`src/rtl/twiddle_sequencer.sv`:
```
// twiddle_sequencer: frame-position tracker and elaboration-time twiddle ROM for a word-serial FFT stage rotator.
// Optional feature macro TWIDDLE_INVERSE_EN adds the inv port (conjugate twiddles for IFFT frames).
package fft_pkg;
    localparam int TWIDDLE_WIDTH = 16;
    typedef logic [2*TWIDDLE_WIDTH-1:0] twiddle_t;
endpackage

module twiddle_sequencer #(
    parameter int N_POINTS = 64,
    parameter int STAGE    = 0
) (
    input  logic                                 clk,
    input  logic                                 rst_n,
    input  logic                                 in_valid,
    input  logic                                 in_sop,
`ifdef TWIDDLE_INVERSE_EN
    input  logic                                 inv,
`endif
    output logic                                 sw,
    output logic [2*fft_pkg::TWIDDLE_WIDTH-1:0]  twiddle,
    output logic                                 out_valid,
    output logic                                 frame_done,
    output logic                                 err
);
    localparam int TW   = fft_pkg::TWIDDLE_WIDTH;
    localparam int CW   = $clog2(2 * N_POINTS);
    localparam int NW   = $clog2(N_POINTS);
    localparam int KW   = NW - 1;
    localparam int G    = N_POINTS >> STAGE;
    localparam int MAXI = (2 ** (TW - 1)) - 1;
    localparam int MINI = -(2 ** (TW - 1));
    localparam real PI    = 3.14159265358979323846;
    localparam real SCALE = 2.0 ** (TW - 1);
    localparam logic [CW-1:0] LAST_W  = CW'(2 * N_POINTS - 1);
    localparam logic [NW-1:0] HALF_G  = NW'(G / 2);
    localparam logic [NW-1:0] MASK_G  = NW'(G - 1);
    localparam logic [TW-1:0] MAX_POS = {1'b0, {(TW-1){1'b1}}};
    localparam logic [TW-1:0] MIN_NEG = {1'b1, {(TW-1){1'b0}}};
    localparam logic [2*TW-1:0] TW_UNITY = {MAX_POS, {TW{1'b0}}};

    typedef enum logic {S_IDLE = 1'b0, S_RUN = 1'b1} state_t;

    state_t            r_state, w_state_nxt;
    logic [CW-1:0]     r_cnt, w_cnt_nxt;
    logic              r_sw, r_ov, r_fd, r_err;
    logic [2*TW-1:0]   r_tw, w_tw_nxt;
    logic              w_in_frame, w_err_set, w_err_nxt, w_sw_nxt, w_fd_nxt;
    logic [CW-1:0]     w_idx;
    logic [NW-1:0]     w_n, w_pos;
    logic [KW-1:0]     w_koff, w_k;
    logic [2*TW-1:0]   w_rom_tw, w_tw_sel;
    logic [2*TW-1:0]   w_rom [N_POINTS/2];

    // W_N^k = {round(cos), round(-sin)} in Q1.(TW-1); only cos(0) can exceed the positive range
    for (genvar gk = 0; gk < N_POINTS / 2; gk++) begin : g_rom
        localparam real ANG   = 2.0 * PI * gk / N_POINTS;
        localparam int  COS_R = int'($cos(ANG) * SCALE);
        localparam int  SIN_R = int'(-$sin(ANG) * SCALE);
        localparam int  COS_Q = (COS_R > MAXI) ? MAXI : COS_R;
        localparam int  SIN_Q = (SIN_R > MAXI) ? MAXI : ((SIN_R < MINI) ? MINI : SIN_R);
        assign w_rom[gk] = {TW'(COS_Q), TW'(SIN_Q)};
    end

    assign w_n      = w_idx[CW-1:1];
    assign w_pos    = w_n & MASK_G;
    assign w_koff   = KW'(w_pos - HALF_G) << STAGE;
    assign w_k      = (w_pos >= HALF_G) ? w_koff : '0;
    assign w_rom_tw = w_rom[w_k];

`ifdef TWIDDLE_INVERSE_EN
    logic r_inv;

    function automatic logic [TW-1:0] conj_sin(input logic [TW-1:0] s);
        if (s == MIN_NEG) begin
            return MAX_POS;
        end else begin
            return -s;
        end
    endfunction

    assign w_tw_sel = r_inv ? {w_rom_tw[2*TW-1:TW], conj_sin(w_rom_tw[TW-1:0])} : w_rom_tw;

    // Frame direction latched on each accepted start of frame
    always_ff @(posedge clk) begin
        if (!rst_n) begin
            r_inv <= 1'b0;
        end else if (in_valid && in_sop) begin
            r_inv <= inv;
        end else begin
            r_inv <= r_inv;
        end
    end
`else
    assign w_tw_sel = w_rom_tw;
`endif

    // Frame tracking: word index of the current input, error detection and next state
    always_comb begin
        w_state_nxt = r_state;
        w_cnt_nxt   = r_cnt;
        w_in_frame  = 1'b0;
        w_idx       = '0;
        w_err_set   = 1'b0;
        case (r_state)
            S_IDLE: begin
                if (in_valid && in_sop) begin
                    w_in_frame = 1'b1;
                end else begin
                    w_in_frame = 1'b0;
                end
            end
            S_RUN: begin
                if (!in_valid) begin
                    w_err_set   = 1'b1;
                    w_state_nxt = S_IDLE;
                    w_cnt_nxt   = '0;
                end else if (in_sop) begin
                    w_err_set  = 1'b1;
                    w_in_frame = 1'b1;
                end else begin
                    w_in_frame = 1'b1;
                    w_idx      = r_cnt;
                end
            end
            default: begin
                w_state_nxt = S_IDLE;
                w_cnt_nxt   = '0;
            end
        endcase
        // Last word returns to IDLE; an immediate in_sop is then accepted with no bubble
        if (w_in_frame) begin
            if (w_idx == LAST_W) begin
                w_state_nxt = S_IDLE;
                w_cnt_nxt   = '0;
            end else begin
                w_state_nxt = S_RUN;
                w_cnt_nxt   = w_idx + CW'(1);
            end
        end else begin
            w_cnt_nxt = w_cnt_nxt;
        end
        if (w_err_set) begin
            w_err_nxt = 1'b1;
        end else if (in_valid && in_sop) begin
            w_err_nxt = 1'b0;
        end else begin
            w_err_nxt = r_err;
        end
        w_sw_nxt = w_in_frame & w_idx[0];
        w_fd_nxt = w_in_frame && (w_idx == LAST_W);
        if (w_sw_nxt) begin
            w_tw_nxt = w_tw_sel;
        end else begin
            w_tw_nxt = r_tw;
        end
    end

    // State and registered outputs
    always_ff @(posedge clk) begin
        if (!rst_n) begin
            r_state <= S_IDLE;
            r_cnt   <= '0;
            r_sw    <= 1'b0;
            r_ov    <= 1'b0;
            r_fd    <= 1'b0;
            r_err   <= 1'b0;
            r_tw    <= TW_UNITY;
        end else begin
            r_state <= w_state_nxt;
            r_cnt   <= w_cnt_nxt;
            r_sw    <= w_sw_nxt;
            r_ov    <= in_valid;
            r_fd    <= w_fd_nxt;
            r_err   <= w_err_nxt;
            r_tw    <= w_tw_nxt;
        end
    end

    assign sw         = r_sw;
    assign twiddle    = r_tw;
    assign out_valid  = r_ov;
    assign frame_done = r_fd;
    assign err        = r_err;

endmodule
```
`config.mk`:
```
export PLATFORM = sky130hd
export DESIGN_NAME = twiddle_sequencer
export DESIGN_NICKNAME = d
export VERILOG_FILES = /design/src/rtl/twiddle_sequencer.sv
export SDC_FILE = /design/constraint.sdc
export NUM_CORES = 1
export LEC_CHECK = 0
export CORE_ASPECT_RATIO = 1.5
export CORE_MARGIN = 8
export CORE_UTILIZATION = 60
export DETAILED_ROUTE_END_ITERATION = 6
export HOLD_SLACK_MARGIN = 0.03
export PLACE_DENSITY = 0.88
export SYNTH_ARGS = -nofsm -noshare
export SYNTH_HDL_FRONTEND = slang
export SYNTH_SLANG_ARGS = --single-unit
```
`constraint.sdc`:
```
create_clock -name clk -period 8.7 [get_ports clk]
set_input_delay 2.175 -clock clk [delete_from_list [all_inputs] [get_ports clk]]
set_output_delay 2.175 -clock clk [all_outputs]
set_load 0.01 [all_outputs]
```
; ---- Yosys cells after proc, flatten, opt, wreduce, memory -nomap -nowiden
; Memories as Yosys holds them, arrays and structs flattened. A register that Yosys moved wholly into a read port is not among the register bits.
; Index checks and enable logic that the tools add are counted.
[totals]
register_bits = 12
mem_bits_ro = 1024
inputBits = 4
out_inout_bits = 36
wordCells = 40
memories = 1
[mem_list]
columns = name, words, word_bits, read_ports, rd_clocked_by_memory_dff, wr, line_no
row1 = (no name shown), 32, 32, 1, 1, 0, 68  ; assign w_rom_tw = w_rom[w_k];
[classes]
n_addsub = 2
order_cmp = 1
eq_ne = 2
muxes = 19
bitwise = 3
n_reduce_logical = 6
[ops]
columns = op, count
row1 = $mux W7, 7
row2 = $mux W1, 10
row3 = $add A7 B1 Y7 const B, 1
row4 = $eq A7 B7 Y1 const B, 1
row5 = $ge A6 B6 Y1 const B, 1
row6 = $not A5 Y6, 1
row7 = $mux W5, 1
row8 = $sub A5 B1 Y5 const B, 1
row9 = $reduce_bool A2 Y1, 2
row10 = $logic_and A1 B1 Y1, 2
row11 = $ne A2 B1 Y1 const B, 1
row12 = $pmux W1 S2, 1
row13 = $reduce_and A2 Y1, 1
row14 = $and A1 B1 Y1, 1
row15 = $logic_not A1 Y1, 1
row16 = $not A1 Y1, 1

; ---- Longest topological paths before layout
[logic_depth]
word_depth = 6
ltp_mapped = 12
depth_no_buf = 9

; ---- Least setup slack after synthesis
; No wires, ideal clock.
[synth_timing]
kind = in2reg
from = input port in_sop
to = register r_tw[24], in the netlist twiddle[24]
arrival_time_ps = 4196
required_time_ps = 8578
slack_ps = 4382
path_stages = 10
path_buffers = 4
cell_sequence = buf_4 -> and3b_1 -> buf_4 -> buf_2 -> nand3_1 -> ha_1 -> clkbuf_1 -> o21bai_1 -> and2_1 -> a221o_1
[synth_between]
elab_chain_len = 6
elab_cells_between_ends = 11
classes_between = add/sub (1) / order compare (1) / mux (6) / bitwise (2) / reduce/logical (1)
[synth_lines]
columns = item, line_no
row1 = "start, declared", 15  ; input logic in_sop,
row2 = $mux W7, 117  ; end else if (in_sop) begin
row3 = $mux W7, 113  ; if (!in_valid) begin
row4 = $mux W7, 104  ; case (r_state)
row5 = $sub A5 B1 Y5 or $ge A6 B6 Y1 (tied branches), "66, 67"
row6 = $mux W5, 67  ; assign w_k = (w_pos >= HALF_G) ? w_koff : '0;
row7 = $not A5 Y6 (not written as such), 68
row8 = "end, declared", 46  ; logic [2*TW-1:0] r_tw, w_tw_nxt;
; Parallel ways exist; a longest one is shown, timed or not.
; A chain may end at the register's enable or synchronous reset.

; ---- Final worst setup path
[layout_timing]
from = input port in_valid
to = register r_tw[25], in the netlist twiddle[25]
[layout_between]
elab_chain_len = 5
elab_cells_between_ends = 11
classes_between = add/sub (1) / order compare (1) / mux (6) / bitwise (2) / reduce/logical (1)
[layout_lines]
columns = item, line_no
row1 = "start, declared", 14  ; input logic in_valid,
row2 = $mux W7, 113
row3 = $mux W7, 104
row4 = $sub A5 B1 Y5 or $ge A6 B6 Y1 (tied branches), "66, 67"
row5 = $mux W5, 67
row6 = $not A5 Y6 (not written as such), 68
; Parallel ways exist; a longest one is shown, timed or not.

==> impl_metrics.json <==
{
  "status": "complete, but fails checks",
  "pwr-share-comb": 0.053,
  "cp_slowest_cell": "clkdlybuf4s50_1",
  "cts_root_buffer": "clkbuf_8",
  "layoutNonFillerInstCount": 486,
  "tritoncts": "built",
  "peakVddDrop_mv": 0.0675,
  "chipWidth_um": 75.3,
  "finish.instance_area_sq_um": 3540,
  "hpwl_um": 7950,
  "arrival_ps": 5570,
  "grt-ovfl-total": 0,
  "maxCapViolations": 0,
  "rows": 32,
  "crit_type": "input port to flop",
  "yosysWarnings": 0,
  "cpMostUsedCell": "nand3_1",
  "drt_iter0_markers": 809,
  "setup_ws_ps": 3340,
  "ys_top_cells_by_count": "nand2_1, dfxtp_1, o21ai_0",
  "slew_viol_final": 0,
  "antenna_found_initial": 0,
  "sw_frac_of_total": 0.249,
  "max_slew_margin": 0.252,
  "port_buffers": 39,
  "wl_per_cell_um": 24.4,
  "drc": 3,
  "worstPathRequired_ps": 8900,
  "cts_resized": 0,
  "cts_buffer_depth": 2,
  "pre_cts_slack_ps": 3090,
  "clock_sinks": 44,
  "die_y_um": 105,
  "dieArea_sq_um": 7910,
  "avgSynthCellArea_sq_um": 7.72,
  "drive_gt1_frac": 0.0622,
  "clockPowerShare": 0.390,
  "antenna_left": 0,
  "ys_seq_area_frac": 0.278,
  "yosys.area_share.simple": 0.231,
  "vias_per_cell": 7.45,
  "power_w": 0.000367,
  "synth_top_family_by_area": "compound AO/OA/AOI/OAI gates",
  "hold_violations": 0,
  "grt_usage": 0.304,
  "synthArstFlopShare": 0,
  "muxShareOfSynthArea": 0.0126,
  "placed_area_sq_um": 3450,
  "synth.most_common_cell": "nand2_1",
  "worstMarginPinSlew_ps": 1120,
  "switching_power_w": 0.0000913,
  "first_global_vias": 3472,
  "grt_pass1_wl_um": 18700,
  "worst_setup_path_end_kind": "flop",
  "start_kind": "input port",
  "clk_latency_ps": 310,
  "post-place-cells": 478,
  "syn_inst": 410,
  "synthXorXnorAreaFrac": 0.00277,
  "synth_top_area_frac": 0.278,
  "timing.final.crit_share": 0.617,
  "violations": "design-rule violations",
  "cts.clk_slew.worst_paths_ps": 90,
  "num-nets-final": 431,
  "postCtsHoldBufs": 0,
  "layout_min_cycle_time_ps": 5360,
  "cp_max_fo": 17,
  "insertedDiodeCount": 0,
  "ios": 40,
  "rsz0062_at_grt": "no",
  "start_util": 0.618,
  "critPathMaxStageDelay_ps": 750,
  "synth_fa_ha_area_frac": 0.0395,
  "num_vias": 3623,
  "post-cts-setup-buffers": 0,
  "cts_buffers": 5,
  "p_seq_frac": 0.557,
  "yosys.area.top_type": "dfxtp_1",
  "power.density_nw_per_um2": 104,
  "synth-compound-area-share": 0.351,
  "core-area_sq_um": 5120,
  "gp_congestion": 0.982,
  "ys_types": 71,
  "grt_start_max_net_pins": 39,
  "synth_fp_nets": 424,
  "area_delta_synth_final_pct": 11.9,
  "tns_ps": 0,
  "synth_ff_type": "dfxtp_1",
  "first_pass_iters": 7,
  "internal_power_w": 0.000276,
  "synth_area_leaders": "dfxtp_1, o21ai_0, nand2_1, a21oi_1, ha_1",
  "syn_area_sq_um": 3170,
  "fin_worst_skew_ps": 6.75,
  "p_leak_nw": 1.28,
  "htreeDepth": 2,
  "setup_viol": 0,
  "synth_edf_count": 0,
  "ys_ff_latch": 44,
  "fmax_mhz": 186,
  "hold_path.class": "flop to flop",
  "finalWirelength_um": 11900,
  "crit_chain": "clkdlybuf4s50_1 > and3b_1 > nand3_1 > inv_1 > ha_1 > nand3_1 > a21oi_1 > a2bb2oi_1 > nor2_1 > o311ai_0"
}
==> final cells by class <==
type	count	area, sq um
flip-flops and latches	44	881
inverters	10	37.5
clock buffers	7	86.3
multi-input cells	312	2020
repair buffers	44	428
fillers	451	1580
well taps	68	85.1
clock inverters	1	7.51
==> state kept, by name, summed over array words and instances, names as in the netlist <==
signal      cells
r_cnt           7
out_valid       1
sw              1
r_state         1
frame_done      1
err             1
twiddle        32
==> cells in the final DEF, fill, tap and decap left out, drive strengths merged, types with 5 or more instances in the layout <==
cell type / count
clkdlybuf4s50: 39
o211ai: 5
nor2: 22
nor3: 16
nand3: 11
o31ai: 6
a31oi: 6
buf: 5
and3: 8
a211oi: 5
ha: 10
dfxtp: 44
clkbuf: 7
and2: 10
a221o: 9
nand2: 48
inv: 10
a21oi: 25
nand4: 5
o21ai: 44
a21boi: 5
==> power groups by stage <==
stage	Combinational [W]	Sequential, W	Clock, W
2_1_floorplan	0.0000130	0.000209	0
3_3_place_gp	0.0000188	0.000209	0
3_5_place_dp	0.0000192	0.000209	0
4_1_cts	0.0000193	0.000205	0.000142
5_1_grt	0.0000206	0.000205	0.000147
6_report	0.0000194	0.000205	0.000143
==> stage by stage <==
stage	hold WS (ps)	utilization
floorplan	449	-
global placement	435	0.673
detailed placement	441	0.673
CTS	456	0.691
global route	475	0.691
finish	454	0.691
==> path summary, 6_finish.rpt <==
kind	start	endpoint	slack, ps	cells after the start
setup / recovery	in_valid	twiddle[25]	3340	10
hold / removal	twiddle[20]	twiddle[20]	450	2
setup reg to reg	r_state	twiddle[25]	5330	9
hold reg to reg	twiddle[20]	twiddle[20]	450	2
==> layer usage <==
| layer | vias to the layer above | share of wire | global-route usage |
|---|---|---|---|
| met5 | - | 0 | 0 |
| met4 | 0 | 0.071 | 0.178 |
| met3 | 89 | 0.12 | 0.0651 |
| met2 | 340 | 0.46 | 0.480 |
| met1 | 1649 | 0.35 | 0.360 |
| li1 | 1545 | - | - |
==> worst max-delay path, delay by kind of cell <==
kind	cells	cell delay (ps)
and+or+nand+nor	4	1210
buffers and inverters	2	1020
AOI/OAI and AO/OA	3	760
adders and majority gates	1	400
==> kinds of logic (layout without fill, tap and decap cells) <==
family | count (synthesis) | in the layout
compound gates | 159 | 159
xor+xnor | 1 | 1
fa+ha+maj | 10 | 10
buf+inv | 54 | 62
flops | 44 | 44
mux | 4 | 4
simple gates | 138 | 138
No activity file was read; power rests on OpenSTA's default activity.
